==> config.mk <==
export PLATFORM = sky130hd
export DESIGN_NAME = alarm_trigger_flat
export DESIGN_NICKNAME = d
export VERILOG_FILES = /design/src/rtl/alarm_trigger_pkg.sv /design/src/rtl/alarm_trigger_if.sv /design/src/rtl/alarm_tick_timer.sv /design/src/rtl/alarm_trigger.sv /design/src/flat_wrapper.sv
export SDC_FILE = /design/constraint.sdc
export NUM_CORES = 1
export LEC_CHECK = 0
export ABC_AREA = 1
export ABC_CLOCK_PERIOD_IN_PS = 5400
export CAP_MARGIN = 20
export CORE_MARGIN = 2
export CORE_UTILIZATION = 54
export DETAILED_ROUTE_END_ITERATION = 7
export PLACE_DENSITY_LB_ADDON = 0.05
export SYNTH_ARGS = -nofsm -noshare
export SYNTH_HDL_FRONTEND = slang
export SYNTH_SLANG_ARGS = --single-unit
==> constraint.sdc <==
create_clock -name clk -period 5.4 [get_ports clk]
set_clock_uncertainty 0.2 [all_clocks]
set_input_delay 1.08 -clock clk [delete_from_list [all_inputs] [get_ports clk]]
set_output_delay 1.08 -clock clk [all_outputs]
set_load 0.005 [all_outputs]
==> src/rtl/alarm_trigger_pkg.sv <==
// rtl/alarm_trigger_pkg.sv - shared state encoding, time field widths and limits for alarm_trigger
package alarm_trigger_pkg;

    // 2'b11 is not a legal state; the FSM decodes it back to ST_IDLE.
    typedef enum logic [1:0] {
        ST_IDLE   = 2'b00,
        ST_RING   = 2'b01,
        ST_SNOOZE = 2'b10
    } state_e;

    localparam int HOUR_W   = 5;
    localparam int MIN_W    = 6;
    localparam int SEC_W    = 6;
    localparam int HOUR_MAX = 23;
    localparam int MIN_MAX  = 59;

    // A requested alarm time is accepted only when both fields are in range.
    function automatic logic alarm_time_valid(input logic [HOUR_W-1:0] h,
                                              input logic [MIN_W-1:0]  m);
        return (h <= HOUR_W'(HOUR_MAX)) && (m <= MIN_W'(MIN_MAX));
    endfunction

endpackage

==> src/rtl/alarm_trigger_if.sv <==
// rtl/alarm_trigger_if.sv - time/control inputs and trig/status outputs of alarm_trigger
//   master: drives tick, time of day, enables, alarm load, snooze/stop; observes outputs
//   slave : the alarm_trigger block itself
interface alarm_trigger_if;
    import alarm_trigger_pkg::*;

    logic              tick;
    logic [HOUR_W-1:0] hour;
    logic [MIN_W-1:0]  min;
    logic [SEC_W-1:0]  sec;
    logic              alarm_en;
    logic              chime_en;
    logic              set_alarm;
    logic [HOUR_W-1:0] alarm_hour_in;
    logic [MIN_W-1:0]  alarm_min_in;
    logic              snooze;
    logic              stop;
    logic              trig;
    logic              ringing;
    logic              snoozing;
    logic [HOUR_W-1:0] alarm_hour;
    logic [MIN_W-1:0]  alarm_min;

    modport master (
        output tick, hour, min, sec, alarm_en, chime_en, set_alarm,
               alarm_hour_in, alarm_min_in, snooze, stop,
        input  trig, ringing, snoozing, alarm_hour, alarm_min
    );

    modport slave (
        input  tick, hour, min, sec, alarm_en, chime_en, set_alarm,
               alarm_hour_in, alarm_min_in, snooze, stop,
        output trig, ringing, snoozing, alarm_hour, alarm_min
    );

endinterface

==> src/rtl/alarm_tick_timer.sv <==
// rtl/alarm_tick_timer.sv - loadable down-counter stepped by the 1 Hz tick
//   clk, rst   : clock, synchronous active-high reset
//   load_i     : load load_val_i on the next edge (wins over tick_i)
//   load_val_i : value to load
//   tick_i     : decrement enable
//   done_o     : this tick takes the count to zero
module alarm_tick_timer #(
    parameter int CW = 9
) (
    input  logic          clk,
    input  logic          rst,
    input  logic          load_i,
    input  logic [CW-1:0] load_val_i,
    input  logic          tick_i,
    output logic          done_o
);

    logic [CW-1:0] count_q, count_d;

    // Expiry is flagged on the tick that moves 1 -> 0 so the owner can reload
    // in the same cycle; an idle counter parked at 0 never wraps.
    assign done_o = tick_i && (count_q == CW'(1));

    always_comb begin
        count_d = count_q;
        if (load_i) begin
            count_d = load_val_i;
        end else if (tick_i && (count_q != '0)) begin
            count_d = count_q - CW'(1);
        end
    end

    always_ff @(posedge clk) begin
        if (rst) begin
            count_q <= '0;
        end else begin
            count_q <= count_d;
        end
    end

endmodule

==> src/rtl/alarm_trigger.sv <==
// rtl/alarm_trigger.sv - alarm/snooze/chime sequencer emitting one-cycle trig pulses for Flash
//   clk, rst : clock, synchronous active-high reset
//   bus      : alarm_trigger_if.slave (time of day, enables, alarm load, snooze/stop in;
//              trig, ringing, snoozing, stored alarm time out)
module alarm_trigger
    import alarm_trigger_pkg::*;
#(
    parameter int RING_PERIOD  = 4,
    parameter int RING_TIMEOUT = 60,
    parameter int SNOOZE_SEC   = 300,
    parameter int CW           = 9
) (
    input  logic             clk,
    input  logic             rst,
    alarm_trigger_if.slave   bus
);

    state_e            state_q, state_d;
    logic              trig_q, trig_d, trig_evt;
    logic              ringing_q, ringing_d;
    logic              snoozing_q, snoozing_d;
    logic [HOUR_W-1:0] alarm_hour_q, alarm_hour_d;
    logic [MIN_W-1:0]  alarm_min_q, alarm_min_d;

    logic              match, chime;
    logic              pc_load, pc_tick, pc_done;
    logic              tc_load, tc_tick, tc_done;
    logic [CW-1:0]     tc_val;

    assign match = bus.tick && bus.alarm_en && (bus.hour == alarm_hour_q)
                   && (bus.min == alarm_min_q) && (bus.sec == '0);
    assign chime = bus.tick && bus.chime_en && (bus.min == '0) && (bus.sec == '0);

    // Period counter: spacing of trig pulses while ringing.
    alarm_tick_timer #(.CW(CW)) u_period (
        .clk        (clk),
        .rst        (rst),
        .load_i     (pc_load),
        .load_val_i (CW'(RING_PERIOD)),
        .tick_i     (pc_tick),
        .done_o     (pc_done)
    );

    // Shared counter: ring timeout in RING, snooze length in SNOOZE.
    alarm_tick_timer #(.CW(CW)) u_session (
        .clk        (clk),
        .rst        (rst),
        .load_i     (tc_load),
        .load_val_i (tc_val),
        .tick_i     (tc_tick),
        .done_o     (tc_done)
    );

    always_comb begin
        state_d  = state_q;
        trig_evt = 1'b0;
        pc_load  = 1'b0;
        pc_tick  = 1'b0;
        tc_load  = 1'b0;
        tc_tick  = 1'b0;
        tc_val   = CW'(RING_TIMEOUT);
        case (state_q)
            ST_IDLE: begin
                if (match) begin
                    state_d  = ST_RING;
                    trig_evt = 1'b1;
                    pc_load  = 1'b1;
                    tc_load  = 1'b1;
                end else if (chime) begin
                    trig_evt = 1'b1;
                end
            end
            ST_RING: begin
                // Counters only see the tick when no user action claims the cycle.
                if (!bus.alarm_en || bus.stop) begin
                    state_d = ST_IDLE;
                end else if (bus.snooze) begin
                    state_d = ST_SNOOZE;
                    tc_load = 1'b1;
                    tc_val  = CW'(SNOOZE_SEC);
                end else begin
                    pc_tick = bus.tick;
                    tc_tick = bus.tick;
                    if (tc_done) begin
                        state_d = ST_IDLE;
                    end else if (pc_done) begin
                        trig_evt = 1'b1;
                        pc_load  = 1'b1;
                    end
                end
            end
            ST_SNOOZE: begin
                if (!bus.alarm_en || bus.stop) begin
                    state_d = ST_IDLE;
                end else begin
                    tc_tick = bus.tick;
                    if (tc_done) begin
                        state_d  = ST_RING;
                        trig_evt = 1'b1;
                        pc_load  = 1'b1;
                        tc_load  = 1'b1;
                    end
                end
            end
            default: state_d = ST_IDLE;
        endcase
    end

    assign trig_d      = trig_evt && !trig_q;
    assign ringing_d   = (state_d == ST_RING);
    assign snoozing_d  = (state_d == ST_SNOOZE);
    assign alarm_hour_d = (bus.set_alarm && alarm_time_valid(bus.alarm_hour_in, bus.alarm_min_in))
                          ? bus.alarm_hour_in : alarm_hour_q;
    assign alarm_min_d  = (bus.set_alarm && alarm_time_valid(bus.alarm_hour_in, bus.alarm_min_in))
                          ? bus.alarm_min_in : alarm_min_q;

    always_ff @(posedge clk) begin
        if (rst) begin
            state_q      <= ST_IDLE;
            trig_q       <= 1'b0;
            ringing_q    <= 1'b0;
            snoozing_q   <= 1'b0;
            alarm_hour_q <= '0;
            alarm_min_q  <= '0;
        end else begin
            state_q      <= state_d;
            trig_q       <= trig_d;
            ringing_q    <= ringing_d;
            snoozing_q   <= snoozing_d;
            alarm_hour_q <= alarm_hour_d;
            alarm_min_q  <= alarm_min_d;
        end
    end

    assign bus.trig       = trig_q;
    assign bus.ringing    = ringing_q;
    assign bus.snoozing   = snoozing_q;
    assign bus.alarm_hour = alarm_hour_q;
    assign bus.alarm_min  = alarm_min_q;

endmodule

==> src/flat_wrapper.sv <==
// flat-port wrapper written by rule: the top's interface ports become plain ports
module alarm_trigger_flat import alarm_trigger_pkg::*;
#(
    parameter int RING_PERIOD  = 4,
    parameter int RING_TIMEOUT = 60,
    parameter int SNOOZE_SEC   = 300,
    parameter int CW           = 9
)
  (clk, rst, bus_tick, bus_hour, bus_min, bus_sec, bus_alarm_en, bus_chime_en, bus_set_alarm, bus_alarm_hour_in, bus_alarm_min_in, bus_snooze, bus_stop, bus_trig, bus_ringing, bus_snoozing, bus_alarm_hour, bus_alarm_min);
  alarm_trigger_if bus_i ();
  input  logic clk;
  input  logic rst;
  input wire logic [$bits(bus_i.tick)-1:0] bus_tick;
  input wire logic [$bits(bus_i.hour)-1:0] bus_hour;
  input wire logic [$bits(bus_i.min)-1:0] bus_min;
  input wire logic [$bits(bus_i.sec)-1:0] bus_sec;
  input wire logic [$bits(bus_i.alarm_en)-1:0] bus_alarm_en;
  input wire logic [$bits(bus_i.chime_en)-1:0] bus_chime_en;
  input wire logic [$bits(bus_i.set_alarm)-1:0] bus_set_alarm;
  input wire logic [$bits(bus_i.alarm_hour_in)-1:0] bus_alarm_hour_in;
  input wire logic [$bits(bus_i.alarm_min_in)-1:0] bus_alarm_min_in;
  input wire logic [$bits(bus_i.snooze)-1:0] bus_snooze;
  input wire logic [$bits(bus_i.stop)-1:0] bus_stop;
  output wire logic [$bits(bus_i.trig)-1:0] bus_trig;
  output wire logic [$bits(bus_i.ringing)-1:0] bus_ringing;
  output wire logic [$bits(bus_i.snoozing)-1:0] bus_snoozing;
  output wire logic [$bits(bus_i.alarm_hour)-1:0] bus_alarm_hour;
  output wire logic [$bits(bus_i.alarm_min)-1:0] bus_alarm_min;
  assign bus_i.tick = bus_tick;
  assign bus_i.hour = bus_hour;
  assign bus_i.min = bus_min;
  assign bus_i.sec = bus_sec;
  assign bus_i.alarm_en = bus_alarm_en;
  assign bus_i.chime_en = bus_chime_en;
  assign bus_i.set_alarm = bus_set_alarm;
  assign bus_i.alarm_hour_in = bus_alarm_hour_in;
  assign bus_i.alarm_min_in = bus_alarm_min_in;
  assign bus_i.snooze = bus_snooze;
  assign bus_i.stop = bus_stop;
  assign bus_trig = bus_i.trig;
  assign bus_ringing = bus_i.ringing;
  assign bus_snoozing = bus_i.snoozing;
  assign bus_alarm_hour = bus_i.alarm_hour;
  assign bus_alarm_min = bus_i.alarm_min;
  alarm_trigger #(.RING_PERIOD(RING_PERIOD), .RING_TIMEOUT(RING_TIMEOUT), .SNOOZE_SEC(SNOOZE_SEC), .CW(CW)) u_core (.clk(clk), .rst(rst), .bus(bus_i));
endmodule
==> results.ini, run 1 <==
[sta]
layout_min_cycle_time_ps=2900
tightest_slew_ps=1030
worst_slack_ps=2500
fin_crit_sh_pct=53.7
max_freq_ghz=0.345
maxSlewViolCount=0
rsz0062_at_grt=false
hold_viol_final=0
finalSetupViolCount=0
slew_headroom_pct=30.8
timing.setup.tns_ps=0
hold_ws_ps=273

[worst_setup_path]
r2r-start=u_core.state_q[1]
endpoint_kind=register
crit_required_ps=5420
critPathSlowestCell=nor2_1
r2r_end=u_core.u_session.count_q[7]
cp_max_fo=19
reg2regPathDepth=13
crit_type=in -> reg
worst_setup_path_start_kind=primary input
cp_slowest_stage_delay_ps=790
crit_chain=clkdlybuf4s50_1 -> nand4_1 -> nand2_1 -> nor2_1 -> nor2_1 -> o21ai_0 -> a21oi_1
cp_data_arrival_time_ps=2920
crit_top_cell=nor2_1
r2r_slack_ps=3300

[job]
maxCapViolations=0

[global_route]
overflow=0
grt_pass1_vias=2014
use_met1_pct=30.1
grt_use_met2_pct=43.6
track_usage_pct=24.7
grt_use_met3_pct=4.93
antenna_found_initial=0
grt_max_degree=20
grt_pass1_wl_mm=8.58
top_usage_layer=met2

[final_layout]
num_antenna_cells=0
nFillCells=368
multiInputGateArea_mm2=0.00126
syn2layout_area_growth_pct=29.8
final-seq-area_um2=681
fin_nets=437
layout_commonest_cell=nand2_1
fin_cells=441
final_cell_mix=nand2_1, inv_1, clkdlybuf4s50_1
drive_above_1_share_pct=8.95

[yosys]
synthXorXnorAreaFrac_pct=3.58
ys_types=33
synthAdderAreaFrac_pct=5.69
yosysTopAreaCell=dfxtp_1
synth_area_leaders=dfxtp_1, nand2_1, inv_1, nor2_1, ha_1
synth_top_family_by_area=simple AND/OR/NAND/NOR gates
syn_nets=383
syn_inst=337
synth_compound_area_share_pct=10.3
seq_area_frac_synth_pct=30.9
synthesis.area_mm2=0.00220
synth_top_area_share_pct=30.9
ys_seq_elements=34
synthMuxAreaShare_pct=0
syn-mean-instance-area_um2=6.53
synth_warnings=0
synth-simple-area-share_pct=37.6

[route]
postRouteWirelength_mm=5.07
vias=2136
wl_per_cell_um=11.5
vias_per_cell=4.84
drt_iter0_drc=97
drt_pre_antenna_iters=4
drtAntennaViolNets=0
remaining_drc_errors=0

[floorplanning]
initial_core_util_pct=55.4
dieArea_mm2=0.00460
num_rows=23
die_w_um=67.8
fp.dieH_um=67.8
core_mm2=0.00397
io_pins=50

[hold_path]
hp-class=reg -> reg
hold_depth=2
hold_start=u_core.u_session.count_q[1]
min_to=u_core.u_session.count_q[1]

[run_status]
status=completed

[cts]
ctsHtreeMaxLevel=2
clk-insertion-delay-late_ps=280
cts_tree=done
clk_pin_slew_ps=70
clockBufferDepth=2
cts.repair.resized=0
numCtsBuffers=5
post-cts-setup-buffers=0
hold_buffers=0
cts_root_buf=clkbuf_8
clock-sinks=34

[pwr]
power_w=0.000591
irDropWorstVdd_v=0.000195
powerDensity_mw_per_mm2=207
p_leak_nw=1.33

[placed_design]
gp_congestion=0.848
hpwl_mm=4.13
place_ws_ps=2220
io_buffers=49
dp_cells=434

metal layers:
layer  wire length, um  part of all wire, %
met1              2340                   46
met3               199                  3.9
met4                14                 0.28
met2              2510                   50
met5                 0                    0
power by group:
| part | internal (W) | total (W) | switching (W) |
|---|---|---|---|
| clock network | 0.000148 | 0.000240 | 0.0000927 |
| logic | 0.0000472 | 0.0000866 | 0.0000394 |
| registers | 0.000258 | 0.000264 | 0.00000586 |
| total | 0.000453 | 0.000591 | 0.000138 |
flip-flops by register name (all words and copies together) (netlist names):
| name | count |
|---|---|
| u_core.u_session.count_q | 9 |
| u_core.bus.alarm_hour | 5 |
| u_core.bus.ringing | 1 |
| u_core.bus.trig | 1 |
| u_core.bus.snoozing | 1 |
| u_core.u_period.count_q | 9 |
| u_core.state_q | 2 |
| u_core.bus.alarm_min | 6 |
area by class of cell:
| cell class | count | share of cell area [%] |
|---|---|---|
| well taps | 50 | 2.19 |
| inverters | 67 | 8.89 |
| clock buffers | 6 | 2.89 |
| repair buffers | 49 | 17.2 |
| multi-input cells | 234 | 44.0 |
| clock inverters | 1 | 1.05 |
| flip-flops and latches | 34 | 23.8 |
worst max-delay path: cells and delay by family:
| kind | cells | cell delay [ps] |
|---|---|---|
| simple gates | 4 | 1020 |
| buf+inv | 1 | 490 |
| compound gates | 2 | 320 |
synth_stat cells (all sizes together):
| cell | number |
|---|---|
| nand3b | 1 |
| o21ai | 15 |
| and2 | 1 |
| a21oi | 20 |
| nand3 | 15 |
| nor4 | 2 |
| nand2 | 85 |
| ha | 10 |
| nor2 | 52 |
| xor2 | 8 |
| or2 | 3 |
| dfxtp | 34 |
| xnor2 | 1 |
| nor3 | 6 |
| buf | 1 |
| a211oi | 2 |
| a31oi | 1 |
| inv | 67 |
| clkbuf | 1 |
| nor3b | 1 |
| nand4 | 11 |
cell families after synthesis:
family,count (synthesis)
DFF,34
buffers and inverters,69
and+or+nand+nor,177
adders and majority gates,10
xor gates and xnor gates,9
AOI/OAI and AO/OA,38
how the worst max path moves through the flow:
stage               cells past startpoint           startpoint                          to  slack, ps
finish                                  7  bus_alarm_min_in[3]    u_core.bus.alarm_hour[2]       2500
floorplan                              11           bus_sec[1]  u_core.u_period.count_q[5]       3050
CTS                                     7  bus_alarm_min_in[4]    u_core.bus.alarm_hour[2]       2520
global placement                        7  bus_alarm_min_in[4]     u_core.bus.alarm_min[5]       2280
detailed placement                      7  bus_alarm_min_in[4]    u_core.bus.alarm_hour[2]       2220
global route                            7  bus_alarm_min_in[4]    u_core.bus.alarm_hour[0]       2210
through the flow:
step / utilization [%] / area [um2]
2_1_floorplan: - / 2200
4_1_cts: 72.0 / 2860
5_1_grt: 72.0 / 2860
3_5_place_dp: 69.1 / 2750
3_3_place_gp: 69.1 / 2750
6_report: 72.0 / 2860
No activity file was read; power rests on OpenSTA's default activity.
==> inputs of run 2 (changes only) <==
ABC_CLOCK_PERIOD_IN_PS = 2800   (was 5400)
CORE_UTILIZATION = 50   (was 54)
clock period = 2.8 ns   (was 5.4 ns; I/O delays follow)
==> results.ini, run 2 (synthesis gave the netlist of run 1 again) <==
[route]
drtAntennaViolNets=0  ; unchanged
drt_pre_antenna_iters=5  ; was 4
remaining_drc_errors=0  ; unchanged
wl_per_cell_um=11.2  ; was 11.5 um
drt_iter0_drc=80  ; was 97
vias_per_cell=4.85  ; was 4.84
postRouteWirelength_mm=4.99  ; was 5.07 mm
vias=2161  ; was 2136

[cts]
clockBufferDepth=2  ; unchanged
numCtsBuffers=5  ; unchanged
clk_pin_slew_ps=70  ; about the same
ctsHtreeMaxLevel=2  ; unchanged
cts_tree=done  ; unchanged
clock-sinks=34  ; unchanged
cts_root_buf=clkbuf_8  ; unchanged
hold_buffers=0  ; unchanged
cts.repair.resized=0  ; unchanged
post-cts-setup-buffers=0  ; unchanged
clk-insertion-delay-late_ps=290  ; was 280 ps

[pwr]
p_leak_nw=1.33  ; about the same
clockPowerShare_pct=36.2  ; was 40.7%
p_sw_w=0.000273  ; was 0.000138 W
netSwitchingFraction_pct=25.8  ; was 23.4%
p_int_w=0.000788  ; was 0.000453 W
powerDensity_mw_per_mm2=371  ; was 207 mW/mm2
irDropWorstVdd_v=0.000210  ; was 0.000195 V
p_seq_share_pct=47.8  ; was 44.6%
combPwrFrac_pct=16.0  ; was 14.7%

[worst_setup_path]
critPathBufInv=2  ; was 1
r2r-start=u_core.state_q[1]  ; unchanged
cp_data_arrival_time_ps=2180  ; was 2920 ps
endpoint_kind=register  ; unchanged
crit_chain=clkdlybuf4s50_1 -> nand2_1 -> inv_1 -> nand2_1 -> nor2_1 -> nand2_1 -> nor2_1 -> nand3_1 -> nand3_1 -> nand2_1 -> nand2_1 -> a21oi_1  ; was clkdlybuf4s50_1 -> nand4_1 -> nand2_1 -> nor2_1 -> nor2_1 -> o21ai_0 -> a21oi_1
reg2regPathDepth=15  ; was 13
cp_slowest_stage_delay_ps=540  ; was 790 ps
r2r_slack_ps=720  ; was 3300 ps
crit_path_start=bus_tick  ; was bus_alarm_min_in[3]
r2r_end=u_core.bus.ringing  ; was u_core.u_session.count_q[7]
crit_top_cell=nand2_1  ; was nor2_1
cp_top_family=simple AND/OR/NAND/NOR gates  ; unchanged
worst_setup_path_start_kind=primary input  ; unchanged
crit_required_ps=2770  ; was 5420 ps
critPathSlowestCell=clkdlybuf4s50_1  ; was nor2_1
cp_max_fo=6  ; was 19
crit_type=in -> reg  ; unchanged

[sta]
timing.setup.tns_ps=0  ; unchanged
layout_min_cycle_time_ps=2210
max_freq_ghz=0.453
worst_slack_ps=593  ; was 2500 ps
maxSlewViolCount=0  ; unchanged
rsz0062_at_grt=false  ; unchanged
fin_crit_sh_pct=78.8
slew_headroom_pct=74.0  ; was 30.8%
finalSetupViolCount=0  ; unchanged
tightest_slew_ps=390  ; was 1030 ps
hold_viol_final=0  ; unchanged

[final_layout]
drive_above_1_share_pct=9.64  ; was 8.95%
fin_nets=439  ; was 437
num_antenna_cells=0  ; unchanged
final_cell_mix=nand2_1, inv_1, clkdlybuf4s50_1  ; unchanged
layout_commonest_cell=nand2_1  ; unchanged
syn2layout_area_growth_pct=29.8  ; unchanged
nFillCells=405  ; was 368
utilization_pct=66.6  ; was 72.0%

[hold_path]
hold_depth=2  ; unchanged
min_to=u_core.u_session.count_q[1]  ; unchanged
hp-class=reg -> reg  ; unchanged
hold_start=u_core.u_session.count_q[1]  ; unchanged

[global_route]
track_usage_pct=21.8  ; was 24.7%
grt_pass1_vias=2147  ; was 2014
grt_pass1_wl_mm=8.83  ; was 8.58 mm
overflow=0  ; unchanged
antenna_found_initial=0  ; unchanged
grt_max_degree=17  ; was 20

[placed_design]
gp_congestion=0.835  ; was 0.848
hpwl_mm=4.05  ; was 4.13 mm
place_ws_ps=288  ; was 2220 ps
io_buffers=49  ; unchanged

[floorplanning]
dieArea_mm2=0.00495  ; was 0.00460 mm2
num_rows=24  ; was 23
initial_core_util_pct=51.3  ; was 55.4%
die_w_um=70.3  ; was 67.8 um
fp.dieH_um=70.3  ; was 67.8 um
core_mm2=0.00429  ; was 0.00397 mm2
io_pins=50  ; unchanged

[run_status]
status=completed  ; unchanged

[job]
maxCapViolations=0  ; unchanged

-- run 2: power by group through the flow --
| stage | sequential (W) | combinational, W | clock, W |
|---|---|---|---|
| after floorplan | 0.000518 | 0.0000708 | 0 |
| after global placement | 0.000519 | 0.000169 | 0 |
| after detailed placement | 0.000519 | 0.000170 | 0 |
| after CTS | 0.000507 | 0.000172 | 0.000397 |
| after global routing | 0.000509 | 0.000190 | 0.000411 |
| final | 0.000508 | 0.000170 | 0.000384 |
-- run 2: worst max path at each step --
stage / end / slack, ps / depth (start not counted)
finish: u_core.u_session.count_q[1] / 590 / 12
global route: u_core.u_session.count_q[0] / 410 / 12
CTS: u_core.u_session.count_q[1] / 590 / 12
detailed placement: u_core.u_session.count_q[6] / 290 / 12
global placement: u_core.u_session.count_q[6] / 300 / 12
floorplan: u_core.u_period.count_q[5] / 970 / 11
-- run 2: worst reg2reg max path, delay by kind of cell, from the launching register on --
kind                     cells  cell delay (ps)
AO/OA/AOI/OAI                2              290
adder cells (fa/ha/maj)      1              210
buffers and inverters        4              300
flip-flops                   1              410
AND/OR/NAND/NOR              8              630
-- run 2: layout make-up --
class / instances / area, um2 / share of cell area [%]
Multi-Input combinational cell: 234 / 1260 / 44.0
Clock buffer: 6 / 82.6 / 2.89
Clock inverter: 2 / 12.5 / 0.438
Inverter: 67 / 254 / 8.89
Sequential cell: 34 / 681 / 23.8
Tap cell: 52 / 65.1 / 2.28
Timing Repair Buffer: 51 / 505 / 17.7
-- run 2: through the flow --
stage	hold WS (ps)	std cells	power, W	cell area [um2]
after floorplan	240	337	0.000589	2200
after global placement	252	438	0.000688	2760
after detailed placement	257	438	0.000689	2760
after CTS	277	446	0.00108	2860
after global routing	316	446	0.00111	2860
final	271	446	0.00106	2860
-- run 2: routing by layer --
metal	global-route usage (%)	wire, um	vias up
met5	0	0	-
met4	5.13	23	0
met2	37.2	2350	42
met1	27.4	2420	958
met3	5.77	195	2
li1	-	-	1159
